$ cat src/rtl/approx_div_seq.sv
// Sequential restoring divider that reconstructs X ~= floor((P << N) / Y) from the
// approximate multiplier's high product nibble, with saturation and divide-by-zero flags.
module approx_div_seq #(
  parameter int N = 4
) (
  input  logic         clk,
  input  logic         rst_n,
  input  logic         in_valid,
  output logic         in_ready,
  input  logic [N-1:0] p_in,
  input  logic [N-1:0] y_in,
  output logic         out_valid,
  input  logic         out_ready,
  output logic [N-1:0] x_out,
  output logic [N-1:0] rem_out,
  output logic         sat,
  output logic         dz
);
  localparam int CW = $clog2(N + 1);

  typedef enum logic [1:0] {IDLE, CALC, DONE} state_t;

  state_t        state_q, state_d;
  logic [N-1:0]  div_q, div_d;
  logic [N-1:0]  rem_q, rem_d;
  logic [N-1:0]  q_q, q_d;
  logic [CW-1:0] cnt_q, cnt_d;
  logic [N-1:0]  x_q, x_d;
  logic [N-1:0]  rout_q, rout_d;
  logic          sat_q, sat_d;
  logic          dz_q, dz_d;
  logic          ov_q, ov_d;

  logic signed [N+1:0] trial;
  logic [N-1:0]        rem_step;
  logic [N-1:0]        q_step;

  // One restoring step: shift the partial remainder left and try to subtract the divisor.
  always_comb begin
    trial = $signed({1'b0, rem_q, 1'b0}) - $signed({2'b00, div_q});
    if (!trial[N+1]) begin
      rem_step = N'(trial);
      q_step   = (q_q << 1) | N'(1);
    end else begin
      rem_step = N'({rem_q, 1'b0});
      q_step   = q_q << 1;
    end
  end

  always_comb begin
    state_d = state_q;
    div_d   = div_q;
    rem_d   = rem_q;
    q_d     = q_q;
    cnt_d   = cnt_q;
    x_d     = x_q;
    rout_d  = rout_q;
    sat_d   = sat_q;
    dz_d    = dz_q;
    ov_d    = ov_q;
    case (state_q)
      IDLE: begin
        if (in_valid) begin
          if (y_in == '0) begin
            x_d     = '1;
            rout_d  = '0;
            dz_d    = 1'b1;
            sat_d   = 1'b0;
            ov_d    = 1'b1;
            state_d = DONE;
          end else if (p_in >= y_in) begin
            // Quotient would need more than N bits.
            x_d     = '1;
            rout_d  = '0;
            sat_d   = 1'b1;
            dz_d    = 1'b0;
            ov_d    = 1'b1;
            state_d = DONE;
          end else begin
            div_d   = y_in;
            rem_d   = p_in;
            q_d     = '0;
            cnt_d   = CW'(N);
            sat_d   = 1'b0;
            dz_d    = 1'b0;
            state_d = CALC;
          end
        end
      end
      CALC: begin
        rem_d = rem_step;
        q_d   = q_step;
        cnt_d = cnt_q - CW'(1);
        if (cnt_q == CW'(1)) begin
          x_d     = q_step;
          rout_d  = rem_step;
          ov_d    = 1'b1;
          state_d = DONE;
        end
      end
      DONE: begin
        if (out_ready) begin
          ov_d    = 1'b0;
          state_d = IDLE;
        end
      end
      default: state_d = IDLE;
    endcase
  end

  always_ff @(posedge clk or negedge rst_n) begin
    if (!rst_n) begin
      state_q <= IDLE;
      div_q   <= '0;
      rem_q   <= '0;
      q_q     <= '0;
      cnt_q   <= '0;
      x_q     <= '0;
      rout_q  <= '0;
      sat_q   <= 1'b0;
      dz_q    <= 1'b0;
      ov_q    <= 1'b0;
    end else begin
      state_q <= state_d;
      div_q   <= div_d;
      rem_q   <= rem_d;
      q_q     <= q_d;
      cnt_q   <= cnt_d;
      x_q     <= x_d;
      rout_q  <= rout_d;
      sat_q   <= sat_d;
      dz_q    <= dz_d;
      ov_q    <= ov_d;
    end
  end

  assign in_ready  = (state_q == IDLE);
  assign out_valid = ov_q;
  assign x_out     = x_q;
  assign rem_out   = rout_q;
  assign sat       = sat_q;
  assign dz        = dz_q;

endmodule

$ cat config.mk
export PLATFORM = sky130hd
export DESIGN_NAME = approx_div_seq
export DESIGN_NICKNAME = d
export VERILOG_FILES = /design/src/rtl/approx_div_seq.sv
export SDC_FILE = /design/constraint.sdc
export NUM_CORES = 1
export LEC_CHECK = 0
export ABC_AREA = 1
export BUFFER_PORTS_ARGS = -buffer_cell sky130_fd_sc_hd__clkbuf_2
export CORE_ASPECT_RATIO = 1.1
export CORE_MARGIN = 5
export CORE_UTILIZATION = 53
export CTS_BUF_LIST = sky130_fd_sc_hd__clkbuf_4
export CTS_CLUSTER_DIAMETER = 30
export DETAILED_ROUTE_END_ITERATION = 10
export PLACE_DENSITY_LB_ADDON = 0.12
export SYNTH_ARGS = -nofsm -noshare
export SYNTH_HDL_FRONTEND = slang
export SYNTH_SLANG_ARGS = --single-unit
$ cat constraint.sdc
create_clock -name clk -period 1.7 [get_ports clk]
set_clock_uncertainty 0.2 [all_clocks]
set_input_delay 0.085 -clock clk [delete_from_list [all_inputs] [get_ports clk]]
set_output_delay 0.085 -clock clk [all_outputs]
set_load 0.005 [all_outputs]
# After elaboration in Yosys (flattened, before gate mapping)
# Index checks and enable logic that the tools add are counted.
# word_totals
register_bits,27
output_inout_bits,12
word_cells,73
# op_classes
add_sub_neg,2
magnitude_cmp,1
eq_ne,9
n_mux,39
bitwise,2
reduce_logical,10
# ops
cell,count
$mux W4,12
$pmux W4 S2,3
$mux W3,6
$pmux W3 S2,2
$reduce_and A4 Y1,3
$mux W2,5
$ne A2 B2 Y1 const B,5
$mux W1,9
$pmux W2 S3,1
$sub A5 B4 Y6,1
$reduce_and A5 Y1,1
$ge A4 B4 Y1,1
$logic_not A4 Y1,1
$eq A3 B1 Y1 const B,1
$ne A3 B1 Y1 const B,1
$pmux W1 S3,1
$reduce_and A3 Y1,1
$reduce_bool A3 Y1,1
$sub A3 B1 Y3 const B,1
$eq A2 B1 Y1 const B,1
$eq A2 B2 Y1 const B,1
$logic_not A2 Y1,1
$not A1 Y1,2
$reduce_and A2 Y1,1
$reduce_bool A2 Y1,1

# Longest topological paths before layout
# logic_depth
word_depth,5
mapped_depth,12
mapped_depth_nobuf,12

# Worst setup path after synthesis
# No wires, ideal clock.
# synth_timing
path_kind,reg-to-reg
from,register rem_q[1]
to,register rem_q[0]
arrival_ns,1.383
t_required_ns,1.379
setup_slack_ns,-0.004
stages_incl_launch_ff,8
period_less_slack_ns,1.704
path_cell_list,dfrtp_1 -> ha_1 -> nand2_1 -> nand2_1 -> a21oi_1 -> nor2_1 -> a21oi_1 -> o21ai_2
# synth_between
elab_chain_cells,3
# synth_rtl
element,line,rtl
from (decl),25,"logic [N-1:0] rem_q, rem_d;"
from (signal assigned),126,rem_q <= rem_d;
$sub A5 B4 Y6,40,"trial = $signed({1'b0, rem_q, 1'b0}) - $signed({2'b00, div_q});"
$mux W4,41,if (!trial[N+1]) begin
$pmux W4 S2,61,case (state_q)
# No other way between the ends.
# A chain may end at the register's enable or synchronous reset.

# Final worst setup path
# layout_timing
from,register rem_q[1]
to,register rout_q[1] (netlist: rem_out[1])
# layout_between
elab_chain_cells,4
# layout_rtl
element,line,rtl
$sub A5 B4 Y6,40,
$mux W4,41,
$mux W4,94,if (cnt_q == CW'(1)) begin
$pmux W4 S2,61,
to (signal assigned),130,rout_q <= rout_d;
to (decl),29,"logic [N-1:0] rout_q, rout_d;"
# No other way between the ends. The select of a mux whose other input is x is not followed.

==> impl_metrics.yaml <==
placement:
  io_buffers: 23
  gp_congestion: 0.877
  dp_hpwl_mm: 2.65
timing:
  hold_viol_final: 0
  drv_slew: 0
  finalCritPeriodShare_pct: 99.1
  fin_hold_ws_ps: 65.6
  rsz0062_at_grt: "yes"
  final.min_clock_period_ps: 1680
  setup_tns_ps: 0
  worstMarginPinSlew_ps: 676
  setup_viol: 0
  max_freq_mhz: 594
  relSlewSlack_pct: 55.0
floorplanning:
  die-height_um: 68.1
  start_util_pct: 54.3
  die_area_um2: 4280
  core-area_um2: 3000
  ios: 24
  row_count: 21
  chipWidth_um: 62.8
route:
  postRouteAntennaNets: 0
  drt_iter0_markers: 51
  drtPass1Iterations: 4
  vias: 1414
  drc: 0
  viasPerCell: 4.94
  wl_per_cell_um: 12.6
  wl_mm: 3.59
critical_path:
  r2r_slack_ps: 20
  crit_path_cell_trace: "ha_4 > nand2_2 > nand2_2 > a21oi_4 > nand4_1 > nand2_1 > nand2_1 > nand2_1"
  cp_data_arrival_time_ps: 1760
  reg2reg_depth: 8
  max_stage_delay_ps: 460
  crit_type: "flip-flop to flip-flop"
  r2r_end: "rem_out[1]$_DFFE_PN0P_"
  slowest_stage: "dfrtp_1"
  crit_required_ps: 1770
  crit_top_cell: "nand2_1"
  crit_path_max_fanout: 5
  worstSetupEndpointType: "flip-flop"
  startpoint_type: "flip-flop"
  crit_end: "rem_out[1]$_DFFE_PN0P_"
  worstReg2RegStart: "rem_q[1]$_DFFE_PN0P_"
  startpoint: "rem_q[1]$_DFFE_PN0P_"
power_and_ir_drop:
  power_density_nw_per_um2: 1810
  peakVddDrop_uv: 1060
  leakagePower_nw: 1.13
  finalPower_mw: 3.76
layout:
  area_delta_synth_final_pct: 28.3
  antennaDiodeCount: 0
  fin_nets: 275
  drive_gt1_share_pct: 31.7
  final_util_pct: 69.6
global_routing:
  overflow: 0
  grt_max_degree: 28
  grt_use_total_pct: 18.4
  grt_pass1_vias: 1463
  grt_pass1_wl_mm: 6.26
  antenna_found_initial: 0
clock_tree:
  clockBufferDepth: 2
  clk_latency_ps: 320
  clk_pin_slew_worst_paths_ps: 150
  cts_sinks: 27
  root_buffer: "clkbuf_4"
  cts_tree: "done"
  cts_buffers: 3
  htreeDepth: 1
yosys:
  synth.most_common_cell: "nand2_1"
  yosys-top-cells-count: "nand2_1 (72), inv_1 (28), dfrtp_1 (27)"
  yosysWarningCount: 0
  synth_area_um2: 1630
  synth_edf_count: 0
  synth-main-ff-cell: "dfrtp_1"
  yosysSeqAreaShare_pct: 41.6
  synth_area_leaders: "dfrtp_1 (42%), nand2_1 (17%), ha_1 (6.9%)"
  ys_ff_latch: 27
  ys_types: 29
  synth_fp_nets: 224
  synth_cells: 202
  syn_avg_cell_area_um2: 8.05
  yosysTopAreaCell: "dfrtp_1"
  synth_top_area_share_pct: 41.6
  async_flop_share_pct: 100
hold_path:
  min_from: "y_in[1]"
  hold_depth: 6
  hp-class: "input port to flip-flop"
outcome:
  status: "finished, final reports clean"
flow_run:
  drv_cap: 0
==> cells in the final DEF, fill, tap and decap left out, drive strengths merged <==
cell and n:
nand2 76, inv 32, dfrtp 27, clkbuf 27, buf 15, o21ai 12, dlygate4sd3 11, nor2 11
nand3 10, ha 9, nand4 9, a21oi 7, or2 2, nor3 1, xnor2 1, nand3b 1
fa 1
==> worst min-delay path by stage <==
stage	endpoint	slack, ps
2_1_floorplan	cnt_q[0]$_DFFE_PN0P_	-410
3_3_place_gp	cnt_q[2]$_DFFE_PN0P_	-60
3_5_place_dp	x_out[3]$_DFFE_PN0P_	-50
4_1_cts	dz$_DFFE_PN0P_	60
5_1_grt	dz$_DFFE_PN0P_	90
6_report	dz$_DFFE_PN0P_	70
==> power by group <==
part | leakage [nW] | switching, mW | internal (mW) | total [mW]
Combinational | 0.773 | 1.31 | 1.00 | 2.31
Clock | 0.0184 | 0.191 | 0.108 | 0.299
Sequential | 0.337 | 0.209 | 0.947 | 1.16
Total | 1.13 | 1.71 | 2.06 | 3.76
==> registers in the layout, indices dropped and copies added (netlist names) <==
register   flops
q_q            3
cnt_q          3
rem_out        4
rem_q          4
dz             1
sat            1
out_valid      1
div_q          4
x_out          4
state_q        2
==> final cells by class <==
class | count | area (um^2)
Tap cell | 34 | 42.5
Sequential cell | 27 | 676
Multi-Input combinational cell | 140 | 878
Timing Repair Buffer | 49 | 338
Fill cell | 260 | 911
Inverter | 32 | 120
Clock buffer | 4 | 30.0
==> timing repair <==
item | 4_1_cts | 5_1_grt
pin swaps | 2 | 15
hold buffers | 11 | 0
setup buffers | 1 | 0
endpoints found under the hold margin | 38 | 0
endpoints found under the setup margin | 8 | 11
resized for setup | 4 | 12
==> cells by family after synthesis <==
group                      share of synthesized area, %
buffers and inverters                              8.62
and+or+nand+nor                                    32.7
AOI/OAI and AO/OA                                  8.39
adders and majority gates                          8.16
xor gates and xnor gates                          0.539
DFF                                                41.6
==> per-layer routing <==
metal,global-route usage [%],vias to the layer above,part of all wire (%)
met5,0,-,0
met4,4.24,0,1.1
met3,2.63,4,4.2
met2,35.5,33,51
met1,21.7,646,43
li1,-,731,-
==> critical path, delay by kind of cell, from the launching register on <==
| family | cells | cell delay [ps] |
|---|---|---|
| AND/OR/NAND/NOR | 6 | 500 |
| flip-flops | 1 | 460 |
| adder cells (fa/ha/maj) | 1 | 280 |
| AO/OA/AOI/OAI | 1 | 200 |
==> metrics by stage <==
stage | std cells | area, um^2 | setup slack (ps)
after floorplan | 202 | 1630 | 65.4
after global placement | 270 | 1870 | -52.9
after detailed placement | 270 | 1870 | -86.6
after CTS | 286 | 2040 | 7.99
after global routing | 286 | 2080 | -75.6
final | 286 | 2080 | 15.6
Note: power is estimated with default switching activity, not from simulation.
